**src/rtl/lfsr15_check_pkg.sv**
```systemverilog
// Shared definitions for the 15-bit LFSR (x^15 + x^14 + 1) pattern checker
// and any generator that reuses its expansion logic.
package lfsr15_check_pkg;

    // Length of the LFSR state, in sequence bits.
    localparam int LFSR15_BITS = 15;

    // Feedback taps: s[n] = s[n-TAP_HI] ^ s[n-TAP_LO].
    localparam int TAP_HI = 15;
    localparam int TAP_LO = 14;

    // Checker state.
    typedef enum logic {
        SEARCH = 1'b0,
        LOCKED = 1'b1
    } state_e;

    // Number of bits needed to hold a popcount of a word of the given width.
    function automatic int popcnt_width(input int bits);
        return $clog2(bits + 1);
    endfunction

endpackage : lfsr15_check_pkg

```
**src/rtl/lfsr15_expand.sv**
```systemverilog
// Combinational LFSR expansion: from the last 15 sequence bits (bit 0 oldest),
// produce the next DataBits bits of the x^15 + x^14 + 1 sequence. Bit 0 of the
// output is the first (oldest) new bit. Shared with the pattern generator.
module lfsr15_expand
    import lfsr15_check_pkg::*;
#(
    parameter int DataBits = 32
) (
    input  logic [LFSR15_BITS-1:0] state_i,
    output logic [DataBits-1:0]    bits_o
);

    localparam int ExtW = DataBits + LFSR15_BITS;

    // Unroll the recurrence over the whole word; each new bit depends only on
    // bits already placed further down the vector.
    always_comb begin
        logic [ExtW-1:0] ext_v;
        ext_v                    = '0;
        ext_v[LFSR15_BITS-1:0]   = state_i;
        for (int n = LFSR15_BITS; n < ExtW; n++) begin
            ext_v[n] = ext_v[n-TAP_HI] ^ ext_v[n-TAP_LO];
        end
        bits_o = ext_v[ExtW-1:LFSR15_BITS];
    end

endmodule : lfsr15_expand

```
**src/rtl/lfsr15_check.sv**
```systemverilog
// Self-synchronising checker for the 15-bit LFSR link-test pattern.
// SEARCH: rebuilds the reference from received data until LockCount
// consecutive words match. LOCKED: free-runs its own prediction so received
// errors never corrupt it, and accumulates saturating word/bit error counts.
// DataBits must be at least 15 so a single word reseeds the full state.
module lfsr15_check
    import lfsr15_check_pkg::*;
#(
    parameter int DataBits    = 32,
    parameter int LockCount   = 4,
    parameter int UnlockCount = 4,
    parameter int CountBits   = 32
) (
    input  logic                          clk,
    input  logic                          rst,
    input  logic [DataBits-1:0]           data_in,
    input  logic                          valid,
    input  logic                          clear,
    output logic                          locked,
    output logic                          err_word,
    output logic [$clog2(DataBits+1)-1:0] err_bits,
    output logic [CountBits-1:0]          word_err_count,
    output logic [CountBits-1:0]          bit_err_count
);

    localparam int ErrW = popcnt_width(DataBits);
    // Sum width wide enough for both operands plus a carry, so clamping is exact
    // even when a single word's popcount exceeds the counter range.
    localparam int SumW = ((CountBits > ErrW) ? CountBits : ErrW) + 1;
    localparam logic [CountBits-1:0] CntMax = '1;
    localparam logic [7:0] LockCnt8   = 8'(LockCount);
    localparam logic [7:0] UnlockCnt8 = 8'(UnlockCount);

    // Popcount of a mismatch vector.
    function automatic logic [ErrW-1:0] popcount(input logic [DataBits-1:0] v);
        logic [ErrW-1:0] c;
        c = '0;
        for (int i = 0; i < DataBits; i++) begin
            c = c + ErrW'(v[i]);
        end
        return c;
    endfunction

    state_e                  state_q, state_d;
    logic                    have_ref_q, have_ref_d;
    logic [LFSR15_BITS-1:0]  ref_q, ref_d;
    logic [7:0]              good_cnt_q, good_cnt_d;
    logic [7:0]              bad_cnt_q, bad_cnt_d;
    logic                    locked_q, locked_d;
    logic                    err_word_q, err_word_d;
    logic [ErrW-1:0]         err_bits_q, err_bits_d;
    logic [CountBits-1:0]    word_cnt_q, word_cnt_d;
    logic [CountBits-1:0]    bit_cnt_q, bit_cnt_d;

    logic [DataBits-1:0]     expected_s;
    logic [DataBits-1:0]     mismatch_s;
    logic [ErrW-1:0]         mm_pop_s;
    logic                    match_s;
    logic [7:0]              good_inc_s;
    logic [7:0]              bad_inc_s;
    logic [SumW-1:0]         bit_sum_s;

    lfsr15_expand #(
        .DataBits (DataBits)
    ) u_expand (
        .state_i (ref_q),
        .bits_o  (expected_s)
    );

    // Compare the received word with the prediction and pre-compute increments.
    always_comb begin
        mismatch_s = data_in ^ expected_s;
        mm_pop_s   = popcount(mismatch_s);
        match_s    = (mismatch_s == '0);
        good_inc_s = good_cnt_q + 8'd1;
        bad_inc_s  = bad_cnt_q + 8'd1;
        bit_sum_s  = SumW'(bit_cnt_q) + SumW'(mm_pop_s);
    end

    // Next-state, reference update, error pulse and counter logic.
    always_comb begin
        state_d    = state_q;
        have_ref_d = have_ref_q;
        ref_d      = ref_q;
        good_cnt_d = good_cnt_q;
        bad_cnt_d  = bad_cnt_q;
        err_word_d = 1'b0;
        err_bits_d = '0;
        word_cnt_d = word_cnt_q;
        bit_cnt_d  = bit_cnt_q;

        if (valid) begin
            case (state_q)
                SEARCH: begin
                    ref_d = data_in[DataBits-1 -: LFSR15_BITS];
                    if (!have_ref_q) begin
                        have_ref_d = 1'b1;
                    end else if (match_s) begin
                        if (good_inc_s == LockCnt8) begin
                            state_d    = LOCKED;
                            bad_cnt_d  = 8'd0;
                            good_cnt_d = 8'd0;
                        end else begin
                            good_cnt_d = good_inc_s;
                        end
                    end else begin
                        good_cnt_d = 8'd0;
                    end
                end
                LOCKED: begin
                    // Free-run: the prediction, not the received word, feeds the reference.
                    ref_d = expected_s[DataBits-1 -: LFSR15_BITS];
                    if (!match_s) begin
                        err_word_d = 1'b1;
                        err_bits_d = mm_pop_s;
                        if (word_cnt_q != CntMax) begin
                            word_cnt_d = word_cnt_q + CountBits'(1);
                        end else begin
                            word_cnt_d = CntMax;
                        end
                        if (bit_sum_s > SumW'(CntMax)) begin
                            bit_cnt_d = CntMax;
                        end else begin
                            bit_cnt_d = bit_sum_s[CountBits-1:0];
                        end
                        if (bad_inc_s == UnlockCnt8) begin
                            state_d    = SEARCH;
                            good_cnt_d = 8'd0;
                            bad_cnt_d  = 8'd0;
                            ref_d      = data_in[DataBits-1 -: LFSR15_BITS];
                        end else begin
                            bad_cnt_d = bad_inc_s;
                        end
                    end else begin
                        bad_cnt_d = 8'd0;
                    end
                end
                default: begin
                    state_d    = SEARCH;
                    good_cnt_d = 8'd0;
                    bad_cnt_d  = 8'd0;
                end
            endcase
        end else begin
            state_d = state_q;
        end

        // Host clear wins over any increment made in the same cycle.
        if (clear) begin
            word_cnt_d = '0;
            bit_cnt_d  = '0;
        end else begin
            word_cnt_d = word_cnt_d;
            bit_cnt_d  = bit_cnt_d;
        end

        locked_d = (state_d == LOCKED);
    end

    // State and output registers with asynchronous reset.
    always_ff @(posedge clk or posedge rst) begin
        if (rst) begin
            state_q    <= SEARCH;
            have_ref_q <= 1'b0;
            ref_q      <= '0;
            good_cnt_q <= 8'd0;
            bad_cnt_q  <= 8'd0;
            locked_q   <= 1'b0;
            err_word_q <= 1'b0;
            err_bits_q <= '0;
            word_cnt_q <= '0;
            bit_cnt_q  <= '0;
        end else begin
            state_q    <= state_d;
            have_ref_q <= have_ref_d;
            ref_q      <= ref_d;
            good_cnt_q <= good_cnt_d;
            bad_cnt_q  <= bad_cnt_d;
            locked_q   <= locked_d;
            err_word_q <= err_word_d;
            err_bits_q <= err_bits_d;
            word_cnt_q <= word_cnt_d;
            bit_cnt_q  <= bit_cnt_d;
        end
    end

    assign locked         = locked_q;
    assign err_word       = err_word_q;
    assign err_bits       = err_bits_q;
    assign word_err_count = word_cnt_q;
    assign bit_err_count  = bit_cnt_q;

endmodule : lfsr15_check

```
**config.mk**
```make
export PLATFORM = sky130hd
export DESIGN_NAME = lfsr15_check
export DESIGN_NICKNAME = d
export VERILOG_FILES = /design/src/rtl/lfsr15_check_pkg.sv /design/src/rtl/lfsr15_expand.sv /design/src/rtl/lfsr15_check.sv
export SDC_FILE = /design/constraint.sdc
export NUM_CORES = 1
export LEC_CHECK = 0
export ABC_AREA = 0
export CORE_ASPECT_RATIO = 1.1
export CORE_MARGIN = 10
export CORE_UTILIZATION = 50
export CTS_CLUSTER_SIZE = 30
export DETAILED_ROUTE_END_ITERATION = 16
export GPL_TIMING_DRIVEN = 0
export PLACE_DENSITY = 0.7
export SYNTH_ARGS = -nofsm -noshare
export SYNTH_HDL_FRONTEND = slang
export SYNTH_SLANG_ARGS = --single-unit
```
**constraint.sdc**
```tcl
create_clock -name clk -period 8.7 [get_ports clk]
set_clock_uncertainty 0.1 [all_clocks]
set_input_delay 1.74 -clock clk [delete_from_list [all_inputs] [get_ports clk]]
set_output_delay 1.74 -clock clk [all_outputs]
set_load 0.1 [all_outputs]
```
==> results.sh <==
export IMPL_dpl_worst_slack_ns=-0.608
export IMPL_synth_seq_cells=104
export IMPL_final_nets=1035
export IMPL_irDropWorstVdd_mv=1.00
export IMPL_grt_max_degree=62
export IMPL_synth_enable_flop_cells=0
export IMPL_yosysWarnings=0
export IMPL_worstPathRequired_ns=8.81
export IMPL_wl_per_cell_microns=19.8
export IMPL_wl_met1_mm=9.68
export IMPL_max_freq_mhz=119
export IMPL_syn_nets=918
export IMPL_drt_first_pass_iters=7
export IMPL_grt_pass1_wl_mm=36.5
export IMPL_cp_num_buf_inv=6
export IMPL_fin_crit_ns=8.42
export IMPL_whs_ns=0.378
export IMPL_first_global_vias=6838
export IMPL_cp_max_fo=10
export IMPL_tritoncts="built"
export IMPL_avgSynthCellArea_sq_um=9.11
export IMPL_cts_htree_levels=3
export IMPL_grtUsageTotal_pct=22.4
export IMPL_areaGrowthSynthToFinish_pct=22.8
export IMPL_timing_final_hold_violations=0
export IMPL_grt_overflow=0
export IMPL_die_w_microns=138
export IMPL_endpoint_kind="flip-flop"
export IMPL_outcome="completed"
export IMPL_rsz0062_at_grt="yes"
export IMPL_clock_sinks=104
export IMPL_slew_viol_final=0
export IMPL_initial_core_util_pct=50.9
export IMPL_cp_arrival_ns=8.53
export IMPL_antenna_found_initial=0
export IMPL_num_vias=6956
export IMPL_routed_wl_met2_mm=10.8
export IMPL_drt_iter0_markers=639
export IMPL_cts_buffers=9
export IMPL_yosysSeqAreaShare_pct=34.1
export IMPL_ant_nets=0
export IMPL_coreArea_sq_mm=0.0150
export IMPL_dr_max_layer_used="met4"
export IMPL_clk_latency_ns=0.37
export IMPL_rows=47
export IMPL_place_congestion=0.939
export IMPL_setup_worst_path_class="in -> reg"
export IMPL_ys_async_sr_fraction_pct=100
export IMPL_port_buffers=106
export IMPL_synth_main_ff_cell="dfrtp_1"
export IMPL_crit_slowest_cell="fa_1"
export IMPL_ctsRootBufferMaster="clkbuf_16"
export IMPL_drt_wl_total_mm=22.8
export IMPL_setup_violations=0
export IMPL_die_y_microns=150
export IMPL_finalNonFillerCells=1156
export IMPL_fillers=1281
export IMPL_cpPeakStageDelay_ns=0.55
export IMPL_synthesis_area_sq_mm=0.00764
export IMPL_fin_ws_ns=0.281
export IMPL_finalCritPeriodShare_pct=96.8
export IMPL_vias_per_cell=6.02
export IMPL_max_cap_violations=0
export IMPL_worst_slew_pin_slew_ns=1.01
export IMPL_drive_above_1_share_pct=8.54
export IMPL_hpwl_mm=17.0
export IMPL_cp_top_family="adder cells"
export IMPL_cts_clk_slew_worst_paths_ns=0.07
export IMPL_path_common_cell="fa_1"
export IMPL_leakage_uw=0.00388
export IMPL_dieArea_sq_mm=0.0206
export IMPL_hp_class="reg -> reg"
export IMPL_drc=0
export IMPL_max_slew_margin_pct=32.6
export IMPL_cts_buffer_depth=2
export IMPL_antenna_cells=0
export IMPL_ys_types=67
export IMPL_dp_cells=1141
export IMPL_synth_cells=838
export IMPL_powerDensity_mw_per_mm2=455
export IMPL_ios=108
export IMPL_crit_path_start_kind="input pin"
export IMPL_path_cells="clkdlybuf4s50_1 -> xnor3_1 -> inv_1 -> fa_1 -> fa_1 -> fa_1 -> fa_1 -> fa_1 -> inv_1 -> fa_1 -> inv_1 -> ha_1 -> fa_1 -> a21o_1 -> a21oi_1 -> xnor2_1 -> ha_1 -> nand2_1 -> a21oi_2 -> o211ai_1 -> buf_4 -> buf_4 -> a311oi_2"
export IMPL_wl_met3_mm=1.90
-- power breakdown --
group | switching [uW] | total (uW) | internal [uW]
sequential | 2.22 | 491 | 489
combinational | 1970 | 3360 | 1400
clock | 199 | 411 | 212
-- synth_stat cells (5+ instances only) --
cell type,count,share of area [%]
inv_1,51,2.5
o21ai_0,32,2.1
a211oi_1,16,1.6
a311oi_1,21,2.4
nand2_1,59,2.9
a221o_1,10,1.3
nand4_1,15,1.2
nand2b_1,6,0.49
a22oi_1,6,0.59
a21o_1,6,0.59
xnor2_1,42,4.8
nor2_1,79,3.9
or3_1,6,0.49
clkbuf_1,22,1.1
a21oi_1,33,2.2
and2_1,18,1.5
dfrtp_1,104,34
nor3_1,22,1.4
a31oi_1,16,1.3
nor4_1,13,1.1
fa_1,25,6.6
and3_1,25,2.0
mux2i_1,11,1.4
and4_1,5,0.57
xor2_1,30,3.4
nand3_1,31,2.0
ha_1,19,3.1
a41oi_1,11,1.3
xnor3_1,6,1.8
buf_2,19,1.2
nor2b_1,7,0.57
-- worst register-to-register path: stages (launching register included) --
cell and delay (ns):
dfrtp_1 0.38, buf_6 0.14, xor2_1 0.42, xnor2_1 0.21, fa_1 0.56, inv_1 0.05, fa_1 0.52, fa_1 0.52
fa_1 0.51, fa_1 0.55, inv_1 0.05, fa_1 0.52, inv_1 0.04, ha_1 0.21, fa_1 0.40, a21o_1 0.17
a21oi_1 0.17, xnor2_1 0.22, ha_1 0.35, nand2_1 0.10, a21oi_2 0.05, o211ai_1 0.36, buf_4 0.24, buf_4 0.24
a311oi_2 0.13
-- cells by family (layout without fill, tap and decap cells) --
kind of cell	after synthesis	count (layout)	synth area share, %
AO/OA/AOI/OAI	184	184	17.2
XOR/XNOR	81	81	10.9
adder cells (fa/ha/maj)	44	44	9.67
buffers and inverters	105	227	6.01
flip-flops	104	104	34.1
multiplexers	15	15	2.03
AND/OR/NAND/NOR	305	305	20.2
-- final cells by class --
cell class / count / area [sq um] / area share, %
Multi-Input combinational cell: 629 / 4680 / 49.9
Sequential cell: 104 / 2600 / 27.7
Tap cell: 196 / 245 / 2.61
Buffer: 51 / 268 / 2.85
Clock buffer: 11 / 253 / 2.69
Timing Repair Buffer: 107 / 1090 / 11.6
Inverter: 53 / 201 / 2.15
Clock inverter: 5 / 38.8 / 0.414
-- path summary, 6_finish.rpt --
| path | from | end | slack [ns] | depth (start not counted) |
|---|---|---|---|---|
| min in group asynchronous | rst | bit_err_count[19] | 1.69 | 2 |
| setup / recovery | data_in[7] | bit_err_count[5] | 0.28 | 23 |
| hold / removal | have_ref_q | have_ref_q | 0.38 | 1 |
| hold reg to reg | have_ref_q | have_ref_q | 0.38 | 1 |
| setup reg to reg | ref_q[1] | bit_err_count[5] | 1.33 | 24 |
| max in group asynchronous | rst | ref_q[5] | 6.10 | 3 |
-- placed cells by master, fill, tap and decap left out, drive strengths merged, types with 5 or more instances in the layout --
cell type	synthesis	final
a21o	7	7
nor2b	7	7
xnor2	42	42
mux2i	11	11
a31oi	16	16
o21ai	32	32
fa	25	25
xor2	31	31
xnor3	6	6
buf	30	33
dfrtp	104	104
nand2	60	60
clkbuf	22	30
nand4	15	15
a41oi	11	11
and2	19	19
nor2	79	79
nor4	13	13
a311oi	21	21
nor3	22	22
or2	5	5
a211oi	16	16
a22oi	6	6
or3	6	6
nand2b	6	6
inv	52	53
a221o	10	10
clkdlybuf4s50	0	106
a21oi	33	33
and3	25	25
ha	19	19
nand3	31	31
and4	6	6
-- routing by layer --
metal | global-route usage, % | up-vias
met2 | 35.7 | 278
met3 | 5.30 | 42
met4 | 8.30 | 0
li1 | - | 3234
met1 | 28.7 | 3402
met5 | 0 | -
-- what timing repair did --
item | CTS | global route
hold buffers | 0 | 0
pin swaps | 0 | 1
setup buffers | 0 | 0
resized for setup | 4 | 29
endpoints found under the setup margin | 17 | 32
-- through the flow --
stage,TNS [ns],instance area [sq um],util (%),total power [uW]
2_1_floorplan,0,7640,-,3070
3_3_place_gp,-12.22,8940,59.6,3700
3_5_place_dp,-11.73,8970,59.8,3740
4_1_cts,0,9270,61.8,4200
5_1_grt,-0.0181,9380,62.5,4710
6_report,0,9380,62.5,4270
-- state kept, by name (all words and copies together), names as in the netlist --
| signal | count |
|---|---|
| bad_cnt_q | 8 |
| bit_err_count | 32 |
| err_bits | 6 |
| err_word | 1 |
| good_cnt_q | 8 |
| have_ref_q | 1 |
| locked | 1 |
| ref_q | 15 |
| word_err_count | 32 |
Power figures use the tool's default switching activity.
